===== src/rtl/compressed_line_packer.sv =====
// compressed_line_packer
// Gathers variable-length code fragments, one beat of WORDS_PER_BEAT words at a
// time, into a cache-line accumulator (LSB first) while also keeping the raw
// words of the line. When the line closes, it registers either the packed line
// (if it came out shorter than CACHE_LINE) or the raw line.
module compressed_line_packer #(
    parameter  int CACHE_LINE     = 128,
    parameter  int WORD_WIDTH     = 32,
    parameter  int WORDS_PER_BEAT = 2,
    parameter  int MAX_CODE_LEN   = 34,
    localparam int BEAT_W         = WORD_WIDTH * WORDS_PER_BEAT,
    localparam int FRAG_W         = MAX_CODE_LEN * WORDS_PER_BEAT,
    localparam int BEATS          = CACHE_LINE / BEAT_W,
    localparam int LEN_W          = $clog2(CACHE_LINE + FRAG_W + 1)
) (
    input  logic                  i_clk,
    input  logic                  i_reset,
    input  logic                  i_valid,
    output logic                  o_ready,
    input  logic [FRAG_W-1:0]     i_code,
    input  logic [LEN_W-1:0]      i_code_len,
    input  logic [BEAT_W-1:0]     i_raw,
    input  logic                  i_last,
    output logic                  o_valid,
    input  logic                  i_ready,
    output logic [CACHE_LINE-1:0] o_line,
    output logic [LEN_W-1:0]      o_line_len,
    output logic                  o_compressed_flag,
    output logic                  o_err
);

    localparam int CNT_W = (BEATS > 1) ? $clog2(BEATS) : 1;
    localparam int EXT_W = CACHE_LINE + FRAG_W;

    // Line-building state
    logic [CACHE_LINE-1:0] r_acc;
    logic [LEN_W-1:0]      r_fill;
    logic [CNT_W-1:0]      r_beat_cnt;
    logic                  r_stop;
    logic [CACHE_LINE-1:0] r_raw_buf;

    // Output register
    logic                  r_o_valid;
    logic [CACHE_LINE-1:0] r_o_line;
    logic [LEN_W-1:0]      r_o_line_len;
    logic                  r_o_flag;
    logic                  r_err;

    // Combinational next-state values
    logic                  w_len_over;
    logic [LEN_W-1:0]      w_len_c;
    logic [FRAG_W-1:0]     w_code_m;
    logic [CACHE_LINE-1:0] w_code_sh;
    logic [CACHE_LINE-1:0] w_acc_next;
    logic [LEN_W-1:0]      w_total;
    logic                  w_reach;
    logic [LEN_W-1:0]      w_fill_next;
    logic [CACHE_LINE-1:0] w_raw_next;
    logic                  w_cnt_last;
    logic                  w_closing;
    logic                  w_fire;
    logic                  w_err_set;

    // Length clamp, fragment masking/placement and fill arithmetic
    always_comb begin
        w_len_over = (i_code_len > LEN_W'(FRAG_W));
        if (w_len_over) begin
            w_len_c = LEN_W'(FRAG_W);
        end else begin
            w_len_c = i_code_len;
        end
        // Bits at or above the fragment length are don't-care on the input.
        w_code_m  = i_code & ~({FRAG_W{1'b1}} << w_len_c);
        // Bits pushed past the top of the line simply fall off.
        w_code_sh = CACHE_LINE'(EXT_W'(w_code_m) << r_fill);
        if (r_stop) begin
            w_acc_next = r_acc;
        end else begin
            w_acc_next = r_acc | w_code_sh;
        end
        w_total = r_fill + w_len_c;
        w_reach = (w_total >= LEN_W'(CACHE_LINE));
        if (w_reach) begin
            w_fill_next = LEN_W'(CACHE_LINE);
        end else begin
            w_fill_next = w_total;
        end
    end

    // Raw buffer with the current beat's words inserted at its slot
    always_comb begin
        w_raw_next = r_raw_buf;
        for (int b = 0; b < BEATS; b++) begin
            if (r_beat_cnt == CNT_W'(b)) begin
                w_raw_next[b*BEAT_W +: BEAT_W] = i_raw;
            end else begin
                w_raw_next[b*BEAT_W +: BEAT_W] = r_raw_buf[b*BEAT_W +: BEAT_W];
            end
        end
    end

    // Handshake, line-close detection and protocol-error detection
    always_comb begin
        w_cnt_last = (r_beat_cnt == CNT_W'(BEATS - 1));
        w_closing  = i_last | w_cnt_last;
        // Only a closing beat needs a free output register.
        o_ready    = ~r_o_valid | i_ready | ~w_closing;
        w_fire     = i_valid & o_ready;
        w_err_set  = w_fire & ((i_last & ~w_cnt_last) | (w_cnt_last & ~i_last) | w_len_over);
    end

    // Accumulator, fill, beat counter and raw buffer; cleared when a line closes
    always_ff @(posedge i_clk or negedge i_reset) begin
        if (!i_reset) begin
            r_acc      <= '0;
            r_fill     <= '0;
            r_beat_cnt <= '0;
            r_stop     <= 1'b0;
            r_raw_buf  <= '0;
        end else if (w_fire) begin
            if (w_closing) begin
                // Clearing the raw buffer makes missing words of a short line read as zero.
                r_acc      <= '0;
                r_fill     <= '0;
                r_beat_cnt <= '0;
                r_stop     <= 1'b0;
                r_raw_buf  <= '0;
            end else begin
                r_acc      <= w_acc_next;
                r_fill     <= w_fill_next;
                r_beat_cnt <= r_beat_cnt + CNT_W'(1);
                r_stop     <= r_stop | w_reach;
                r_raw_buf  <= w_raw_next;
            end
        end else begin
            r_acc      <= r_acc;
            r_fill     <= r_fill;
            r_beat_cnt <= r_beat_cnt;
            r_stop     <= r_stop;
            r_raw_buf  <= r_raw_buf;
        end
    end

    // Output line register: load on a closing beat, drop valid once taken
    always_ff @(posedge i_clk or negedge i_reset) begin
        if (!i_reset) begin
            r_o_valid    <= 1'b0;
            r_o_line     <= '0;
            r_o_line_len <= '0;
            r_o_flag     <= 1'b0;
        end else if (w_fire && w_closing) begin
            r_o_valid <= 1'b1;
            if (w_reach) begin
                // Line did not shrink: send the raw words instead.
                r_o_line     <= w_raw_next;
                r_o_line_len <= LEN_W'(CACHE_LINE);
                r_o_flag     <= 1'b0;
            end else begin
                r_o_line     <= w_acc_next;
                r_o_line_len <= w_total;
                r_o_flag     <= 1'b1;
            end
        end else if (i_ready) begin
            r_o_valid <= 1'b0;
        end else begin
            r_o_valid <= r_o_valid;
        end
    end

    // Sticky protocol error flag
    always_ff @(posedge i_clk or negedge i_reset) begin
        if (!i_reset) begin
            r_err <= 1'b0;
        end else if (w_err_set) begin
            r_err <= 1'b1;
        end else begin
            r_err <= r_err;
        end
    end

    assign o_valid           = r_o_valid;
    assign o_line            = r_o_line;
    assign o_line_len        = r_o_line_len;
    assign o_compressed_flag = r_o_flag;
    assign o_err             = r_err;

endmodule

===== config.mk =====
export PLATFORM = sky130hd
export DESIGN_NAME = compressed_line_packer
export DESIGN_NICKNAME = d
export VERILOG_FILES = /design/src/rtl/compressed_line_packer.sv
export SDC_FILE = /design/constraint.sdc
export NUM_CORES = 1
export LEC_CHECK = 0
export ABC_AREA = 1
export CAP_MARGIN = 20
export CORE_MARGIN = 2
export CORE_UTILIZATION = 35
export DETAILED_ROUTE_END_ITERATION = 16
export PLACE_DENSITY_LB_ADDON = 0.05
export SYNTH_ARGS = -nofsm -noshare
export SYNTH_HDL_FRONTEND = slang
export SYNTH_SLANG_ARGS = --single-unit

===== constraint.sdc =====
create_clock -name i_clk -period 5.2 [get_ports i_clk]
set_input_delay 0.78 -clock i_clk [delete_from_list [all_inputs] [get_ports i_clk]]
set_output_delay 0.78 -clock i_clk [all_outputs]
set_load 0.1 [all_outputs]

==> summary.md, run 1 <==
| Metric | Value |
|---|---|
| Maximum ir drop on the vdd rail | `0.450 mV` |
| Shortest clock period the worst path allows after layout | `4.24 ns` |
| Cell Pwr Density | `613 mW/mm²` |
| HPWL reported at the end of detailed placement | `78700 µm` |
| Highest attainable clock frequency | `236 MHz` |
| Inserted Diodes | `0` |
| Clock sink count | `405` |
| Post-route design area | `0.0311 mm²` |
| Leakage component of the power | `15.0 nW` |
| Worst reg2reg path depth | `9` |
| Wirelength per Cell | `22.0 µm` |
| Via count | `27032` |
| Sum of routed wire length over all layers | `109000 µm` |
| Number of nets produced by synthesis | `3973` |
| Syn_area_per_cell | `6.74 µm²` |
| EDFF count, synth | `0` |
| FF-to-FF End | `o_line[95]$_DFFE_PN0P_` |
| Setup slack at placement | `0.507 ns` |
| Type of element capturing the critical path | `register` |
| Setup slack after layout | `0.956 ns` |
| Number of fill cells | `7561` |
| Placement row count | `99` |
| Antenna violations before repair | `1` |
| Count of buffers added by post-CTS timing repair for setup | `0` |
| Vias in the first global route | `25604` |
| Number of vias per cell | `5.46` |
| CTS Buf Count | `48` |
| Total negative slack for setup checks | `0 ns` |
| TritonCTS clock tree | `built` |
| Initial standard-cell utilization of the core | `35.3%` |
| Flop-to-flop setup slack | `1.68 ns` |
| Final setup vio count | `0` |
| All-layer global routing usage | `28.6%` |
| Crit path arrival time | `4.77 ns` |
| Critical path peak fanout | `35` |
| Launch instance of the worst register-to-register path | `r_fill[3]$_DFFE_PN0P_` |
| Max Clock Skew | `0.0390 ns` |
| Net count reported at finish | `4110` |
| Horizontal extent of the die | `275 µm` |
| Most common flop cell mapped by yosys | `sky130_fd_sc_hd__dfrtp_1` |
| Antenna-violating nets left | `0` |
| Cells resized by post-CTS repair | `0` |
| Violation count after the first detailed-route iteration | `3073` |
| Synthesis-to-finish area growth | `20.8%` |
| Rel. slew slack | `28.5%` |
| Cell Area, Synth | `0.0257 mm²` |
| Count of different cell masters after synthesis | `47` |
| Register bit count reported by yosys | `405` |
| Crit path kind | `input port to register` |
| Placed instance area | `0.0293 mm²` |
| Type of origin of the critical path | `input port` |
| Gate count of the mapped netlist | `3820` |
| RSZ-0062 raised after global routing | `false` |
| Cell at the root of the clock tree | `sky130_fd_sc_hd__clkbuf_16` |
| Floorplan die area | `0.0757 mm²` |
| Pin count of the biggest net entering global routing | `211` |
| Y dimension of the die | `275 µm` |
| Synthesis warning total | `0` |
| Register area | `0.0101 mm²` |
| Overflow left after global routing | `0` |
| Slew at the pin with the worst max-slew slack | `1.06 ns` |
| Post-CTS Hold Fix Bufs | `0` |
| Number of max-capacitance violations reported | `0` |
| Fraction of final layout cells sized beyond drive strength 1 | `4.78%` |
| Footprint of the multi-input gates | `0.0132 mm²` |
| Final-report max-slew violation count | `0` |
| WP data required | `5.73 ns` |
| Number of iterations in the first detailed-routing pass | `6` |
| Count of final hold-check violations | `0` |
| Clock Latency Late Sink | `0.61 ns` |
| CTS H-Tree Depth | `2` |
| Fraction of the core area covered by cells at the end of the flow | `42.7%` |
| Hold Path Class | `input port to asynchronous set/reset pin` |
| Clock-pin transition on the worst setup and hold timing paths | `0.06 ns` |
| Period Utilization, post-route | `81.6%` |
| Proportion of register bits with asynchronous set or reset after synthesis | `100%` |
| Post-route total power | `0.0191 W` |
| Core footprint | `0.0728 mm²` |
| IO Port Bufs | `284` |
| Total I/O pin count | `285` |
| Buffer levels on the longest clock path | `3` |
| Global-route wire length before repair | `164000 µm` |
| Status | `finished, final reports clean` |
| Routability congestion estimate | `0.976` |
| Sequential share of the synthesized area | `39.4%` |
| Remaining DRCs | `0` |
==> final cells by class <==
type	count	share of cell area [%]
clock buffer	69	4.63
clock inverter	19	1.05
inverter	354	4.32
multi-input combinational	2802	42.4
sequential	405	32.6
tap	959	3.86
timing repair buffer	346	11.1
==> flip-flops by register name, indices dropped and copies added (netlist names) <==
name               flops
o_valid                1
o_line_len             8
o_line               128
o_err                  1
r_stop                 1
o_compressed_flag      1
r_acc                128
r_beat_cnt             1
r_fill                 8
r_raw_buf            128
==> cells by family after synthesis <==
logic type / count (synthesis) / synth area share (%)
adders and majority gates: 8 / 0.418
DFF: 405 / 39.4
xor gates and xnor gates: 4 / 0.136
AOI/OAI and AO/OA: 625 / 14.6
and+or+nand+nor: 2164 / 36.0
muxes: 1 / 0.0389
buffers and inverters: 613 / 9.43
==> worst max path at each step <==
stage | cells past startpoint | endpoint | slack (ns) | from
2_1_floorplan | 15 | o_line_len[1]$_DFFE_PN0P_ | 1.22 | r_beat_cnt$_DFFE_PN0P_
3_3_place_gp | 18 | o_line[109]$_DFFE_PN0P_ | 0.54 | i_code_len[1]
3_5_place_dp | 18 | o_line[90]$_DFFE_PN0P_ | 0.51 | i_code_len[1]
4_1_cts | 18 | o_line[105]$_DFFE_PN0P_ | 1.11 | i_code_len[1]
5_1_grt | 19 | o_line[87]$_DFFE_PN0P_ | 0.78 | i_code_len[1]
6_report | 18 | o_line[105]$_DFFE_PN0P_ | 0.96 | i_code_len[1]
==> layout by cell type (no fill, tap or decap), drive strengths merged, types with 2 or more instances in the layout <==
master,n
a31oi,4
nor3,2
dfrtp,405
a21boi,2
clkbuf,69
buf,64
clkinv,12
xor2,2
nor2,78
clkinvlp,3
bufinv,7
a21oi,121
nor4,2
o211ai,12
o2111ai,4
nand4,45
nand3,755
o21ai,322
a211oi,2
nand2,1281
inv,351
xnor2,2
o22ai,8
o21a,2
o31ai,5
a22o,135
o211a,2
ha,7
clkdlybuf4s50,282
o21bai,3
==> critical path, stage by stage <==
cell	delay, ns
sky130_fd_sc_hd__clkdlybuf4s50_1	0.59
sky130_fd_sc_hd__nor2_1	0.53
sky130_fd_sc_hd__nand4_1	0.18
sky130_fd_sc_hd__nand2_2	0.21
sky130_fd_sc_hd__nand2_1	0.18
sky130_fd_sc_hd__ha_1	0.39
sky130_fd_sc_hd__nand2_1	0.08
sky130_fd_sc_hd__o21ai_2	0.18
sky130_fd_sc_hd__nand3_1	0.09
sky130_fd_sc_hd__nand2_1	0.10
sky130_fd_sc_hd__nand3_1	0.10
sky130_fd_sc_hd__nand3_1	0.12
sky130_fd_sc_hd__nand2_4	0.12
sky130_fd_sc_hd__nor2_4	0.50
sky130_fd_sc_hd__buf_12	0.29
sky130_fd_sc_hd__a22o_1	0.16
sky130_fd_sc_hd__inv_1	0.04
sky130_fd_sc_hd__nand2_1	0.07
==> layer usage <==
| layer | track usage (%) | vias to the layer above | wire (µm) |
|---|---|---|---|
| met4 | 9.89 | 2 | 3940 |
| met1 | 39.5 | 12862 | 47500 |
| met3 | 3.80 | 188 | 6920 |
| li1 | - | 12905 | - |
| met2 | 46.1 | 1075 | 50600 |
| met5 | 0 | - | 18 |
==> Yosys cell counts, types with 4 or more instances <==
library cell / number / area [µm²]
sky130_fd_sc_hd__a21oi_1: 121 / 606
sky130_fd_sc_hd__a22o_1: 135 / 1180
sky130_fd_sc_hd__a31oi_1: 4 / 25.0
sky130_fd_sc_hd__buf_1: 44 / 165
sky130_fd_sc_hd__buf_2: 33 / 165
sky130_fd_sc_hd__buf_6: 10 / 113
sky130_fd_sc_hd__clkbuf_1: 171 / 642
sky130_fd_sc_hd__clkinv_1: 4 / 15.0
sky130_fd_sc_hd__dfrtp_1: 405 / 10100
sky130_fd_sc_hd__ha_1: 7 / 87.6
sky130_fd_sc_hd__inv_1: 340 / 1280
sky130_fd_sc_hd__inv_2: 8 / 30.0
sky130_fd_sc_hd__nand2_1: 1273 / 4780
sky130_fd_sc_hd__nand2_2: 4 / 25.0
sky130_fd_sc_hd__nand2_4: 4 / 45.0
sky130_fd_sc_hd__nand3_1: 754 / 3770
sky130_fd_sc_hd__nand4_1: 45 / 282
sky130_fd_sc_hd__nor2_1: 72 / 270
sky130_fd_sc_hd__nor2_2: 4 / 25.0
sky130_fd_sc_hd__o2111ai_1: 4 / 35.0
sky130_fd_sc_hd__o211ai_1: 12 / 90.1
sky130_fd_sc_hd__o21ai_0: 303 / 1520
sky130_fd_sc_hd__o21ai_1: 17 / 85.1
sky130_fd_sc_hd__o22ai_1: 8 / 50.1
sky130_fd_sc_hd__o31ai_1: 5 / 37.5
==> where the power goes <==
group / total (W) / leakage, nW / switching, W / internal, W
registers: 0.00469 / 5.39 / 0.000629 / 0.00406
clock network: 0.00375 / 0.861 / 0.00146 / 0.00229
logic: 0.0106 / 8.78 / 0.00811 / 0.00251
total: 0.0191 / 15.0 / 0.0102 / 0.00886
==> metrics by stage <==
step	hold slack, ns	instances
floorplan	0.449	3820
global placement	0.470	4866
detailed placement	0.478	4866
CTS	0.217	4954
global route	0.241	4954
finish	0.179	4954
Note: power is estimated with default switching activity, not from simulation.
==> run 2, diff against run 1 <==
==> constraint.sdc (replaced) <==
create_clock -name i_clk -period 4.24 [get_ports i_clk]
set_input_delay 0.636 -clock i_clk [delete_from_list [all_inputs] [get_ports i_clk]]
set_output_delay 0.636 -clock i_clk [all_outputs]
set_load 0.1 [all_outputs]
==> run 2 against run 1 <==
- combinational power increased by 25%
- largest power group unchanged
- count of clock-buffer cells in the layout unchanged
- utilization increased by 0.55 points
- total power increased by 21%
- critical path type unchanged
- design area increased by 1.3%
- clock skew decreased by 0.0027 ns
- global-route usage increased by 0.25 points
- sequential share of layout area decreased by 0.41 points
- hold slack got worse by 0.16 ns
- clock power increased by 10%
- first-iteration DRC count increased by 2.6%
- highest routed layer unchanged
==> summary.md, run 2 (synthesized netlist as in run 1, its figures left out) <==
| Metric | Value |
|---|---|
| Sum of routed wire length over all layers | `110000 µm` |
| Maximum ir drop on the vdd rail | `0.576 mV` |
| Cell at the root of the clock tree | `sky130_fd_sc_hd__clkbuf_16` |
| Final cell count without fillers | `5015` |
| HPWL reported at the end of detailed placement | `80400 µm` |
| WP data required | `4.72 ns` |
| IO Port Bufs | `284` |
| Total I/O pin count | `285` |
| Cells resized by post-CTS repair | `0` |
| Worst reg2reg path depth | `11` |
| Hold Worst Slack | `0.0188 ns` |
| Final-report max-slew violation count | `0` |
| Shortest clock period the worst path allows after layout | `3.51 ns` |
| Number of max-capacitance violations reported | `0` |
| Total negative slack for setup checks | `0 ns` |
| Hold Path Class | `input port to asynchronous set/reset pin` |
| Crit path arrival time | `3.99 ns` |
| Max Clock Skew | `0.0364 ns` |
| Post-route total power | `0.0231 W` |
| Period Utilization, post-route | `82.9%` |
| Via count | `27227` |
| Initial standard-cell utilization of the core | `35.3%` |
| Status | `finished, final reports clean` |
| Floorplan die area | `0.0757 mm²` |
| Global route hottest layer | `met2` |
| Fraction of the core area covered by cells at the end of the flow | `43.2%` |
| Clock-pin transition on the worst setup and hold timing paths | `0.06 ns` |
| Synthesis-to-finish area growth | `22.4%` |
| Fraction of final layout cells sized beyond drive strength 1 | `6.07%` |
| Global-route wire length before repair | `167000 µm` |
| Violation count after the first detailed-route iteration | `3152` |
| Slew at the pin with the worst max-slew slack | `1.01 ns` |
| Overflow left after global routing | `0` |
| Remaining DRCs | `0` |
| Number of fill cells | `7628` |
| Global Route met2 Usage | `47.1%` |
| Leakage component of the power | `15.3 nW` |
| Highest attainable clock frequency | `285 MHz` |
| CTS H-Tree Depth | `2` |
| Post-CTS Hold Fix Bufs | `0` |
| Vias in the first global route | `26037` |
| Met1 usage in global routing | `39.9%` |
| Antenna-violating nets left | `0` |
| Final setup vio count | `0` |
| Most common cell after layout, fill and taps aside | `sky130_fd_sc_hd__nand2_1` |
| Placement row count | `99` |
| Clock sink count | `405` |
| Number of vias per cell | `5.43` |
| Horizontal extent of the die | `275 µm` |
| Critical path peak fanout | `7` |
| Cell count after placement | `4930` |
| Net count reported at finish | `4173` |
| Leading cell types in the layout, fill and taps excluded | `sky130_fd_sc_hd__nand2_1 (1271), sky130_fd_sc_hd__nand3_1 (754), sky130_fd_sc_hd__dfrtp_1 (399)` |
| Core footprint | `0.0728 mm²` |
| Cell Pwr Density | `733 mW/mm²` |
| Wirelength per Cell | `22.0 µm` |
| All-layer global routing usage | `28.9%` |
| TritonCTS clock tree | `built` |
| Buffer levels on the longest clock path | `3` |
| Number of iterations in the first detailed-routing pass | `7` |
| Type of origin of the critical path | `input port` |
| Rel. slew slack | `32.1%` |
| Crit path kind | `input port to register` |
| RSZ-0062 raised after global routing | `false` |
| Type of element capturing the critical path | `register` |
| Count of final hold-check violations | `0` |
| Inserted Diodes | `0` |
| Antenna violations before repair | `2` |
| GR Layer Usage met3 | `3.87%` |
| Pin count of the biggest net entering global routing | `188` |
| Routability congestion estimate | `0.988` |
| Clock Latency Late Sink | `0.60 ns` |
| Count of buffers added by post-CTS timing repair for setup | `0` |
| Y dimension of the die | `275 µm` |
| CTS Buf Count | `47` |
## run 2: cell type report
class / instances / area, µm² / share of cell area (%)
multi-input cells: 2802 / 13200 / 41.9
repair buffers: 410 / 4050 / 12.9
inverters: 354 / 1340 / 4.26
clock inverters: 16 / 201 / 0.640
clock buffers: 69 / 1360 / 4.31
flip-flops and latches: 405 / 10100 / 32.2
well taps: 959 / 1200 / 3.81
## run 2: final timing paths
check	start	endpoint	slack (ns)
worst max-delay path	i_code_len[3]	o_line[84]$_DFFE_PN0P_	0.73
worst min-delay path	i_reset	r_raw_buf[73]$_DFFE_PN0P_	0.02
worst max register to register	r_beat_cnt$_DFFE_PN0P_	r_acc[35]$_DFFE_PN0P_	0.97
worst min register to register	r_stop$_DFFE_PN0P_	r_stop$_DFFE_PN0P_	0.49
max in group asynchronous	i_reset	o_line[111]$_DFFE_PN0P_	3.17
min in group i_clk	r_stop$_DFFE_PN0P_	r_stop$_DFFE_PN0P_	0.49
## run 2: power breakdown
part	internal, W	leakage (nW)	switching, W	total (W)
sequential	0.00497	5.39	0.000743	0.00572
clock	0.00241	0.772	0.00172	0.00413
combinational	0.00325	9.12	0.00999	0.0132
total	0.0106	15.3	0.0125	0.0231
## run 2: metal layers
layer	up-vias	part of all wire (%)
met4	4	3.2
li1	13050	-
met5	-	0.029
met2	954	47
met3	182	6.1
met1	13037	44
## run 2: critical path: stages
cell and delay, ns:
sky130_fd_sc_hd__clkdlybuf4s50_1 0.64, sky130_fd_sc_hd__inv_1 0.10, sky130_fd_sc_hd__nand2_1 0.08, sky130_fd_sc_hd__nand3_1 0.07
sky130_fd_sc_hd__nand2_1 0.13, sky130_fd_sc_hd__nand2_2 0.11, sky130_fd_sc_hd__buf_4 0.17, sky130_fd_sc_hd__nand4_1 0.22
sky130_fd_sc_hd__nand2_1 0.08, sky130_fd_sc_hd__nand2_1 0.08, sky130_fd_sc_hd__nand2_1 0.07, sky130_fd_sc_hd__nand3_1 0.12
sky130_fd_sc_hd__nand3_1 0.13, sky130_fd_sc_hd__nand3_1 0.14, sky130_fd_sc_hd__nand3_1 0.10, sky130_fd_sc_hd__nand3_1 0.24
sky130_fd_sc_hd__nand2_1 0.09, sky130_fd_sc_hd__nand2_1 0.06, sky130_fd_sc_hd__nand3_1 0.26, sky130_fd_sc_hd__nand2_1 0.22
sky130_fd_sc_hd__nand2_1 0.12, sky130_fd_sc_hd__nand2_1 0.08, sky130_fd_sc_hd__nand2_1 0.05
## run 2: per-stage QoR
stage / area (µm²) / setup slack, ns
floorplan: 25700 / 0.260
global placement: 29900 / 0.170
detailed placement: 29900 / 0.196
CTS: 31500 / 0.824
global route: 31500 / 0.433
finish: 31500 / 0.725
==> run 3, diff against run 2 <==
==> constraint.sdc (replaced) <==
create_clock -name i_clk -period 2.8 [get_ports i_clk]
set_input_delay 0.42 -clock i_clk [delete_from_list [all_inputs] [get_ports i_clk]]
set_output_delay 0.42 -clock i_clk [all_outputs]
set_load 0.1 [all_outputs]
==> run 3 against run 2 <==
- cell count up 4.1%
- sequential power up 50%
- total power up 55%
- die area unchanged
- clock power up 55%
- design area up 5.6%
- register-to-register slack worse by 0.89 ns
- setup slack worse by 0.65 ns
- sequential share of layout area down 1.7 points
- utilization up 2.4 points
- global-route usage up 0.37 points
- clock skew up 0.0032 ns
- critical path type is now register to register
- largest cell class unchanged
- highest routed layer is now met4
==> summary.md, run 3 (synthesized netlist as in run 1, its figures left out) <==
| Metric | Value |
|---|---|
| Number of iterations in the first detailed-routing pass | `8` |
| Clock sink count | `405` |
| Leading cell types in the layout, fill and taps excluded | `sky130_fd_sc_hd__nand2_1 (1251), sky130_fd_sc_hd__nand3_1 (732), sky130_fd_sc_hd__buf_4 (425)` |
| Placement row count | `99` |
| Vias in the first global route | `26840` |
| Type of origin of the critical path | `register` |
| Highest attainable clock frequency | `367 MHz` |
| Antenna violations before repair | `0` |
| Pin count of the biggest net entering global routing | `156` |
| Sum of routed wire length over all layers | `111000 µm` |
| Placed instance area | `0.0313 mm²` |
| Clock Latency Late Sink | `0.60 ns` |
| Cell count after placement | `5123` |
| Crit path kind | `register to register` |
| Cell Chain, Critical Path | `buf_4 -> buf_12 -> mux2i_1 -> nand2_1 -> nand3_1 -> nand3_1 -> nand2_1 -> nand2_1 -> nand2_1 -> nand2_1 -> nand2_1 -> nand2_1 -> nand2_1 -> nand2_1 -> nand2_1 -> nand2_1` |
| Maximum ir drop on the vdd rail | `0.872 mV` |
| All-layer global routing usage | `29.2%` |
| Floorplan die area | `0.0757 mm²` |
| Fraction of final layout cells sized beyond drive strength 1 | `15.5%` |
| HPWL reported at the end of detailed placement | `83300 µm` |
| Leakage component of the power | `16.7 nW` |
| Post-route design area | `0.0333 mm²` |
| Wirelength per Cell | `21.3 µm` |
| Number of max-capacitance violations reported | `0` |
| Worst path max stage delay | `0.45 ns` |
| Via count | `27717` |
| Remaining DRCs | `0` |
| CTS H-Tree Depth | `2` |
| Most common cell after layout, fill and taps aside | `sky130_fd_sc_hd__nand2_1` |
| Slowest stage cell, crit path | `sky130_fd_sc_hd__dfrtp_2` |
| Final setup vio count | `0` |
| Crit path arrival time | `3.21 ns` |
| Violation count after the first detailed-route iteration | `2835` |
| Antenna-violating nets left | `0` |
| Dominant cell type by count on the critical path | `sky130_fd_sc_hd__nand2_1` |
| Total I/O pin count | `285` |
| Count of final hold-check violations | `0` |
| Horizontal extent of the die | `275 µm` |
| Core footprint | `0.0728 mm²` |
| Final cell count without fillers | `5220` |
| Setup slack after layout | `0.0756 ns` |
| WP data required | `3.29 ns` |
| Number of vias per cell | `5.31` |
| Synthesis-to-finish area growth | `29.2%` |
| Max Clock Skew | `0.0396 ns` |
| Clock-pin transition on the worst setup and hold timing paths | `0.06 ns` |
| Y dimension of the die | `275 µm` |
| Rel. slew slack | `40.4%` |
| Setup slack at placement | `-1.02 ns` |
| Slew at the pin with the worst max-slew slack | `0.894 ns` |
| Final-report max-slew violation count | `0` |
| Cell at the root of the clock tree | `sky130_fd_sc_hd__clkbuf_16` |
| Critical path peak fanout | `44` |
| Net count reported at finish | `4378` |
| Status | `finished, final reports clean` |
| IO Port Bufs | `284` |
| Routability congestion estimate | `1.02` |
| Hold Path Class | `input port to asynchronous set/reset pin` |
| Initial standard-cell utilization of the core | `35.3%` |
| Inserted Diodes | `0` |
| Shortest clock period the worst path allows after layout | `2.72 ns` |
| Cell Pwr Density | `1080 mW/mm²` |
| Buffer levels on the longest clock path | `3` |
| Global-route wire length before repair | `168000 µm` |
| CTS Buf Count | `47` |
| TritonCTS clock tree | `built` |
| Overflow left after global routing | `0` |
| Type of element capturing the critical path | `register` |
| Total negative slack for setup checks | `0 ns` |
| Period Utilization, post-route | `97.3%` |
## run 3: cell types whose count changed in the layout (fill, tap and decap cells not counted), moves of 17 or more
| cell | before | now |
|---|---|---|
| sky130_fd_sc_hd__buf_4 | 106 | 425 |
| sky130_fd_sc_hd__buf_12 | 21 | 39 |
| sky130_fd_sc_hd__nand3_2 | 1 | 22 |
| sky130_fd_sc_hd__nand2_2 | 5 | 22 |
| sky130_fd_sc_hd__nand2_1 | 1271 | 1251 |
| sky130_fd_sc_hd__nand3_1 | 754 | 732 |
| sky130_fd_sc_hd__clkdlybuf4s50_1 | 282 | 135 |
## run 3: final timing paths
path / start / end / slack, ns / depth (start not counted)
setup / recovery: r_fill[0]$_DFFE_PN0P_ / o_line[114]$_DFFE_PN0P_ / 0.08 / 16
hold reg to reg: o_line_len[7]$_DFFE_PN0P_ / o_line_len[7]$_DFFE_PN0P_ / 0.49 / 2
setup reg to reg: r_fill[0]$_DFFE_PN0P_ / o_line[114]$_DFFE_PN0P_ / 0.08 / 16
hold / removal: i_reset / r_raw_buf[70]$_DFFE_PN0P_ / 0.34 / 2
max in group asynchronous: i_reset / r_raw_buf[79]$_DFFE_PN0P_ / 1.58 / 4
min in group i_clk: i_ready / o_valid$_DFFE_PN0P_ / 0.46 / 4
## run 3: timing repair
action	in CTS	in global routing
endpoints found under the hold margin	51	0
hold buffers	1	0
gates cloned	0	2
pin swaps	5	12
setup endpoints to repair	202	215
buffers inserted	3	6
gates resized for setup	24	69
## run 3: cell type report
type                       count  area [µm²]
sequential                   405       10100
multi-input combinational   2802       13500
fill                        7587       39600
timing repair buffer         615        5500
inverter                     354        1340
clock buffer                  69        1410
clock inverter                16         199
tap                          959        1200
## run 3: per-stage QoR
step / hold WS [ns] / total power [W] / utilization, %
6_report: 0.335 / 0.0358 / 45.7
5_1_grt: 0.370 / 0.0378 / 45.7
4_1_cts: 0.361 / 0.0357 / 45.3
3_5_place_dp: 0.402 / 0.0292 / 43.0
3_3_place_gp: 0.401 / 0.0291 / 43.0
2_1_floorplan: 0.124 / 0.0220 / -
## run 3: power breakdown
group	internal, W	switching (W)
logic	0.00550	0.0154
clock network	0.00378	0.00261
registers	0.00754	0.00106
total	0.0168	0.0190
## run 3: routing by layer
layer | track usage [%] | vias to the layer above | part of all wire, %
met5 | 0 | - | 0
met4 | 9.86 | 0 | 3.7
met3 | 3.13 | 177 | 5.5
li1 | - | 13468 | -
met1 | 40.8 | 13157 | 45
met2 | 47.2 | 915 | 46
## run 3: critical path: cells and delay by family, from the launching register on
kind,cells,cell delay (ns)
simple gates,13,1.46
flops,1,0.45
buf+inv,2,0.35
mux,1,0.33
